===== src/rtl/lbm_step_sequencer.sv =====
`default_nettype none
// ============================================================================
// Module      : lbm_step_sequencer
// Description : Time-step controller for the LBM core. Each time step runs a
//               collide phase then a stream phase through start/done
//               handshakes with the compute engines, then pulses the
//               time_step_counter Enable. A run ends after the step whose
//               Time_step reads MAX_TIME-1 at the advance point.
//
// Optional    : define LBM_STEP_WATCHDOG_EN to add a per-wait-phase watchdog
//               (TIMEOUT_CYCLES) with a sticky ERROR state. Without it, Error
//               is tied to 0 and no wait counter exists.
//
// Ports       : Clk           in   system clock, rising edge
//               Reset         in   asynchronous reset, active-high
//               Start         in   one-cycle pulse that begins a run
//               Time_step     in   current step from time_step_counter
//               Step_enable   out  one-cycle pulse to the counter Enable
//               Collide_start out  one-cycle launch pulse, collide engine
//               Collide_done  in   collide engine completion pulse
//               Stream_start  out  one-cycle launch pulse, stream engine
//               Stream_done   in   stream engine completion pulse
//               Phase         out  0=idle/done, 1=collide, 2=stream, 3=advance
//               Busy          out  high except in IDLE, DONE and ERROR
//               Sim_done      out  high (held) in DONE
//               Error         out  watchdog fault flag
//
// Revision    : 1.0 - initial release
// ============================================================================
module lbm_step_sequencer #(
    parameter int MAX_TIME         = 8,
    parameter int TIME_COUNT_WIDTH = $clog2(MAX_TIME)
`ifdef LBM_STEP_WATCHDOG_EN
    ,
    parameter int TIMEOUT_CYCLES   = 1024
`endif
) (
    input  logic                        Clk,
    input  logic                        Reset,
    input  logic                        Start,
    input  logic [TIME_COUNT_WIDTH-1:0] Time_step,
    output logic                        Step_enable,
    output logic                        Collide_start,
    input  logic                        Collide_done,
    output logic                        Stream_start,
    input  logic                        Stream_done,
    output logic [1:0]                  Phase,
    output logic                        Busy,
    output logic                        Sim_done,
    output logic                        Error
);

    // ------------------------------------------------------------------------
    // State encoding
    // ------------------------------------------------------------------------
    localparam logic [3:0] c_IDLE   = 4'd0;
    localparam logic [3:0] c_C_REQ  = 4'd1;
    localparam logic [3:0] c_C_WAIT = 4'd2;
    localparam logic [3:0] c_S_REQ  = 4'd3;
    localparam logic [3:0] c_S_WAIT = 4'd4;
    localparam logic [3:0] c_ADV    = 4'd5;
    localparam logic [3:0] c_SYNC   = 4'd6;
    localparam logic [3:0] c_DONE   = 4'd7;
`ifdef LBM_STEP_WATCHDOG_EN
    localparam logic [3:0] c_ERROR  = 4'd8;
`endif

    localparam logic [TIME_COUNT_WIDTH-1:0] c_LAST_STEP =
        TIME_COUNT_WIDTH'(MAX_TIME - 1);

    logic [3:0] r_state;
    logic [3:0] w_state_next;
    logic       r_last;
    logic [1:0] w_phase;
    logic       w_busy;

`ifdef LBM_STEP_WATCHDOG_EN
    // The counter holds k-1 during the k-th wait cycle, so the timeout fires
    // on the cycle whose increment would make it reach TIMEOUT_CYCLES-1.
    localparam int                c_WD_W    = (TIMEOUT_CYCLES > 2) ? $clog2(TIMEOUT_CYCLES) : 1;
    localparam logic [c_WD_W-1:0] c_WD_LAST = c_WD_W'(TIMEOUT_CYCLES - 2);

    logic [c_WD_W-1:0] r_wait_cnt;
    logic              w_timeout;

    assign w_timeout = (r_wait_cnt == c_WD_LAST);

    // Cleared whenever the FSM is outside a wait state, which makes it zero
    // on the first cycle of every C_WAIT / S_WAIT visit.
    always_ff @(posedge Clk or posedge Reset) begin
        if (Reset) begin
            r_wait_cnt <= '0;
        end else if ((r_state == c_C_WAIT) || (r_state == c_S_WAIT)) begin
            r_wait_cnt <= r_wait_cnt + 1'b1;
        end else begin
            r_wait_cnt <= '0;
        end
    end
`endif

    // ------------------------------------------------------------------------
    // Next-state logic. Done inputs are only looked at in their own WAIT
    // state, and Start only in IDLE/DONE, so stray pulses fall through.
    // ------------------------------------------------------------------------
    always_comb begin
        w_state_next = r_state;
        case (r_state)
            c_IDLE: begin
                if (Start) w_state_next = c_C_REQ;
            end
            c_C_REQ: begin
                w_state_next = c_C_WAIT;
            end
            c_C_WAIT: begin
                if (Collide_done) begin
                    w_state_next = c_S_REQ;
                end
`ifdef LBM_STEP_WATCHDOG_EN
                else if (w_timeout) begin
                    w_state_next = c_ERROR;
                end
`endif
            end
            c_S_REQ: begin
                w_state_next = c_S_WAIT;
            end
            c_S_WAIT: begin
                if (Stream_done) begin
                    w_state_next = c_ADV;
                end
`ifdef LBM_STEP_WATCHDOG_EN
                else if (w_timeout) begin
                    w_state_next = c_ERROR;
                end
`endif
            end
            c_ADV: begin
                w_state_next = c_SYNC;
            end
            // SYNC gives the counter one cycle to register its new value
            // before the next step could look at it.
            c_SYNC: begin
                w_state_next = r_last ? c_DONE : c_C_REQ;
            end
            c_DONE: begin
                if (Start) w_state_next = c_C_REQ;
            end
`ifdef LBM_STEP_WATCHDOG_EN
            c_ERROR: begin
                w_state_next = c_ERROR;
            end
`endif
            default: begin
                w_state_next = c_IDLE;
            end
        endcase
    end

    always_ff @(posedge Clk or posedge Reset) begin
        if (Reset) begin
            r_state <= c_IDLE;
        end else begin
            r_state <= w_state_next;
        end
    end

    // The end-of-run decision is taken from the counter value seen at ADV,
    // i.e. before the Step_enable pulse has advanced (and possibly wrapped) it.
    always_ff @(posedge Clk or posedge Reset) begin
        if (Reset) begin
            r_last <= 1'b0;
        end else if (r_state == c_ADV) begin
            r_last <= (Time_step == c_LAST_STEP);
        end
    end

    // ------------------------------------------------------------------------
    // Output decode - purely from the state register
    // ------------------------------------------------------------------------
    always_comb begin
        w_phase = 2'd0;
        w_busy  = 1'b0;
        case (r_state)
            c_C_REQ, c_C_WAIT: begin
                w_phase = 2'd1;
                w_busy  = 1'b1;
            end
            c_S_REQ, c_S_WAIT: begin
                w_phase = 2'd2;
                w_busy  = 1'b1;
            end
            c_ADV, c_SYNC: begin
                w_phase = 2'd3;
                w_busy  = 1'b1;
            end
            default: begin
                w_phase = 2'd0;
                w_busy  = 1'b0;
            end
        endcase
    end

    assign Phase         = w_phase;
    assign Busy          = w_busy;
    assign Collide_start = (r_state == c_C_REQ);
    assign Stream_start  = (r_state == c_S_REQ);
    assign Step_enable   = (r_state == c_ADV);
    assign Sim_done      = (r_state == c_DONE);

`ifdef LBM_STEP_WATCHDOG_EN
    assign Error = (r_state == c_ERROR);
`else
    assign Error = 1'b0;
`endif

endmodule
`default_nettype wire


===== config.mk =====
export PLATFORM = sky130hd
export DESIGN_NAME = lbm_step_sequencer
export DESIGN_NICKNAME = d
export VERILOG_FILES = /design/src/rtl/lbm_step_sequencer.sv
export SDC_FILE = /design/constraint.sdc
export NUM_CORES = 1
export LEC_CHECK = 0
export CORE_AREA = 4 4 41 43
export CTS_CLUSTER_SIZE = 10
export DETAILED_ROUTE_END_ITERATION = 8
export DIE_AREA = 0 0 45 47
export MAX_ROUTING_LAYER = met4
export SYNTH_ARGS = -nofsm -noshare
export SYNTH_HDL_FRONTEND = slang
export SYNTH_SLANG_ARGS = --single-unit

===== constraint.sdc =====
create_clock -name Clk -period 1.94 [get_ports Clk]
set_input_delay 0.194 -clock Clk [delete_from_list [all_inputs] [get_ports Clk]]
set_output_delay 0.194 -clock Clk [all_outputs]
set_load 0.005 [all_outputs]

## After elaboration in Yosys (flattened, before gate mapping)

Index checks and enable logic that the tools add are counted.

- Equal/unequal tests: 11
- Mux-type cells: 7
- Reductions and logical operators: 7

Operator list:

| kind | number |
|---|---|
| $pmux W4 S7 | 1 |
| $eq A4 B3 Y1 const B | 4 |
| $mux W4 | 3 |
| $eq A4 B2 Y1 const B | 2 |
| $reduce_or A2 Y1 | 4 |
| $pmux W2 S3 | 1 |
| $reduce_or A6 Y1 | 1 |
| $eq A4 B1 Y1 const B | 1 |
| $logic_not A4 Y1 | 1 |
| $ne A2 B2 Y1 const B | 2 |
| $eq A3 B3 Y1 const B | 1 |
| $mux W3 | 1 |
| $reduce_and A3 Y1 | 1 |
| $ne A2 B1 Y1 const B | 1 |
| $mux W1 | 1 |

- Flip-flop bits (word level): 5
- Output and inout port bits: 8

## Depth between registers and ports, before layout

- Depth in word-level cells: 4
- Gate-level depth with buffers: 4
- Depth with buffers taken out: 3

## Least setup slack after synthesis

No wires, ideal clock.

- Path type: register to output
- Start: register r_state[0]
- End: output port Collide_start
- Arrival time: 744 ps
- Required time: 1746 ps
- Slack: 1002 ps
- Cell stages (with the launch flop): 3
- Path through: dfrtp_1 inv_2 nor3_1

- Longest elaborated chain between the ends: 1

RTL lines:

| what | RTL line | text |
|---|---|---|
| from (decl) | 71 | `logic [3:0] r_state;` |
| from (signal assigned) | 161 | `r_state <= c_IDLE;` |
| from (signal assigned) | 163 | `r_state <= w_state_next;` |
| $eq A4 B1 Y1 | 205 | `assign Collide_start = (r_state == c_C_REQ);` |
| to (decl) | 43 | `output logic Collide_start,` |

No other way between the ends.

## Final worst setup path

- Start: register r_state[2]
- End: output port Sim_done

- Longest elaborated chain between the ends: 1

RTL lines:

| what | RTL line | text |
|---|---|---|
| $eq A4 B3 Y1 | 208 | `assign Sim_done = (r_state == c_DONE);` |
| to (decl) | 49 | `output logic Sim_done,` |

No other way between the ends.

==> flow_metrics.env <==
export IMPL_status="complete, no violations"
export IMPL_drt_iter0_markers=5
export IMPL_r2r_setup_slack_ns=0.84
export IMPL_setup_worst_path_start_class="flip-flop"
export IMPL_worst_r2r_endpoint="r_state[2]"
export IMPL_clockBufferDepth=2
export IMPL_cts_root_buf="clkbuf_4"
export IMPL_grt_max_degree=10
export IMPL_synth_seq_cells=4
export IMPL_ff2ff_path_depth=2
export IMPL_fin_worst_skew_ns=0.00217
export IMPL_ir_drop_mv=0.611
export IMPL_rows=13
export IMPL_area_growth_pct=51.7
export IMPL_setup_viol=0
export IMPL_gp_congestion=0.743
export IMPL_drt_antenna_violating_nets=0
export IMPL_antennaDiodeCount=0
export IMPL_synth_flop_cell="dfrtp_1"
export IMPL_core_sq_um=1300
export IMPL_ys_seq_area_share_pct=34.2
export IMPL_worstSetupPathType="flip-flop to primary output"
export IMPL_viasPerCell=4.13
export IMPL_synth_area_per_cell_sq_um=8.87
export IMPL_gr_total_overflow=0
export IMPL_die_y_um=47
export IMPL_whs_ns=0.141
export IMPL_hold_path_class="input pin to asynchronous set/reset pin"
export IMPL_ios=16
export IMPL_max_freq_ghz=0.561
export IMPL_antenna_found_initial=0
export IMPL_finalMaxSlewViolations=0
export IMPL_powerDensity_nw_per_um2=1560
export IMPL_synth_warning_count=0
export IMPL_dr_total_vias=256
export IMPL_cts_setup_buffers=0
export IMPL_r2r_start="r_state[2]"
export IMPL_power_total_uw=692
export IMPL_synth_edf_count=0
export IMPL_finalCritPeriodShare_pct=91.8
export IMPL_tritoncts="done"
export IMPL_cts_resized_gates=0
export IMPL_intPower_uw=427
export IMPL_synth_area_leaders="dfrtp_1 34%, buf_6 7.7%, a221oi_2 5.1%"
export IMPL_path_clk_slew_ns=0.04
export IMPL_cts_sinks=4
export IMPL_layout_setup_ws_ns=0.159
export IMPL_crit_required_ns=1.75
export IMPL_p_leak_uw=0.000190
export IMPL_firstDrtPassIters=4
export IMPL_setup_tns_ns=0
export IMPL_finalHoldViolCount=0
export IMPL_fin_nets=57
export IMPL_sequentialPowerShare_pct=30.7
export IMPL_critPathMaxFanout=9
export IMPL_async_flop_share_pct=100
export IMPL_netlist_instances=33
export IMPL_yosysTopAreaCellShare_pct=34.2
export IMPL_drive_gt1_share_pct=19.1
export IMPL_grt_usage_pct=7.79
export IMPL_finalCriticalPeriod_ns=1.78
export IMPL_p_comb_share_pct=54.3
export IMPL_die_area_sq_um=2120
export IMPL_post_route_util_pct=34.1
export IMPL_numCtsBuffers=3
export IMPL_grt_pass1_wl_um=1030
export IMPL_port_buffer_count=14
export IMPL_netSwitchingPower_uw=265
export IMPL_dp_worst_setup_slack_ns=0.401
export IMPL_rsz0062_at_grt="no"
export IMPL_cap_viol_max_count=0
export IMPL_insertion_delay_ns=0.23
export IMPL_htreeDepth=1
export IMPL_synth_area_sq_um=293
export IMPL_sw_frac_of_total_pct=38.3
export IMPL_die_x_um=45
export IMPL_drc=0
export IMPL_grt_pass1_vias=248
export IMPL_wl_per_cell_um=9.98
export IMPL_clockPowerShare_pct=14.9
export IMPL_dp_hpwl_um=478
export IMPL_cp_data_arrival_time_ns=1.59
export IMPL_cts_hold_buf=0
export IMPL_cp_end_kind="primary output"
export IMPL_drt_wl_total_um=619
export IMPL_synthesis_nets=41
export IMPL_initial_utilization_pct=22.5
export IMPL_synth_largest_area_cell="dfrtp_1"
export IMPL_synth_distinct_cells=24
[metrics by stage]
stage	instances	instance area (sq um)
2_1_floorplan	33	293
3_3_place_gp	59	422
3_5_place_dp	59	422
4_1_cts	62	444
5_1_grt	62	444
6_report	62	444
[state kept, by name, summed over array words and instances, names as in the netlist]
register,flops
r_last,1
r_state,3
[cell usage after synthesis (2+ instances only)]
master,count
o21ai_1,2
inv_1,3
inv_2,2
a21oi_1,2
buf_6,2
dfrtp_1,4
[final cells by class]
class	instances	area, sq um
clock buffer	3	22.5
fill	144	857
inverter	5	18.8
multi-input combinational	21	144
sequential	4	100
tap	15	18.8
timing repair buffer	14	140
[worst max-delay path, stage by stage, from the launching register on]
cell	delay, ns
dfrtp_1	0.56
inv_2	0.09
nor2_2	0.18
clkdlybuf4s50_1	0.53
[how the worst max path moves through the flow]
stage / start / end / slack [ns] / cells past startpoint
CTS: r_state[2] / Sim_done / 0.15 / 3
finish: r_state[2] / Sim_done / 0.16 / 3
floorplan: r_state[0] / Collide_start / 1.00 / 2
detailed placement: r_state[2] / Sim_done / 0.40 / 3
global route: r_state[0] / Collide_start / 0.05 / 3
global placement: r_state[2] / Sim_done / 0.41 / 3
[placed cells by master, fill, tap and decap left out]
cell,Yosys,final
o22ai_1,1,1
xor2_1,1,1
inv_1,3,3
nand2_1,1,1
dfrtp_1,4,4
xnor2_1,1,1
nand3b_1,1,1
a221oi_2,1,1
nor3_1,1,1
o21ai_0,1,1
nand2_4,1,1
a22oi_1,1,1
nor2_1,1,1
conb_1,1,1
inv_2,2,2
nand3_1,1,1
o21ai_1,2,2
o21a_1,1,1
o211ai_1,1,1
a21oi_1,2,2
nor2_4,1,1
clkdlybuf4s50_1,0,14
clkbuf_4,0,3
nor2_2,1,1
[logic make-up (layout without fill, tap and decap cells)]
kind of cell | Yosys count | in the layout | share of synthesized area, %
buffers and inverters | 8 | 22 | 16.7
AO/OA/AOI/OAI | 10 | 10 | 23.5
AND/OR/NAND/NOR | 8 | 8 | 18.4
XOR/XNOR | 2 | 2 | 5.98
other | 1 | 1 | 1.28
flip-flops | 4 | 4 | 34.2
[power groups by stage]
stage | Clock, uW | Combinational (uW) | Sequential [uW]
floorplan | 0 | 287 | 153
global placement | 0 | 379 | 212
detailed placement | 0 | 382 | 216
CTS | 110 | 383 | 213
global route | 115 | 415 | 225
finish | 103 | 376 | 213
[metal layers]
layer / global-route usage [%] / vias up / part of all wire (%)
met2: 9.04 / 10 / 48
li1: - / 138 / -
met4: 10.5 / 0 / 0
met3: 2.30 / 0 / 8.9
met1: 8.99 / 108 / 43
met5: - / - / 0
(Power assumes the default switching activity.)
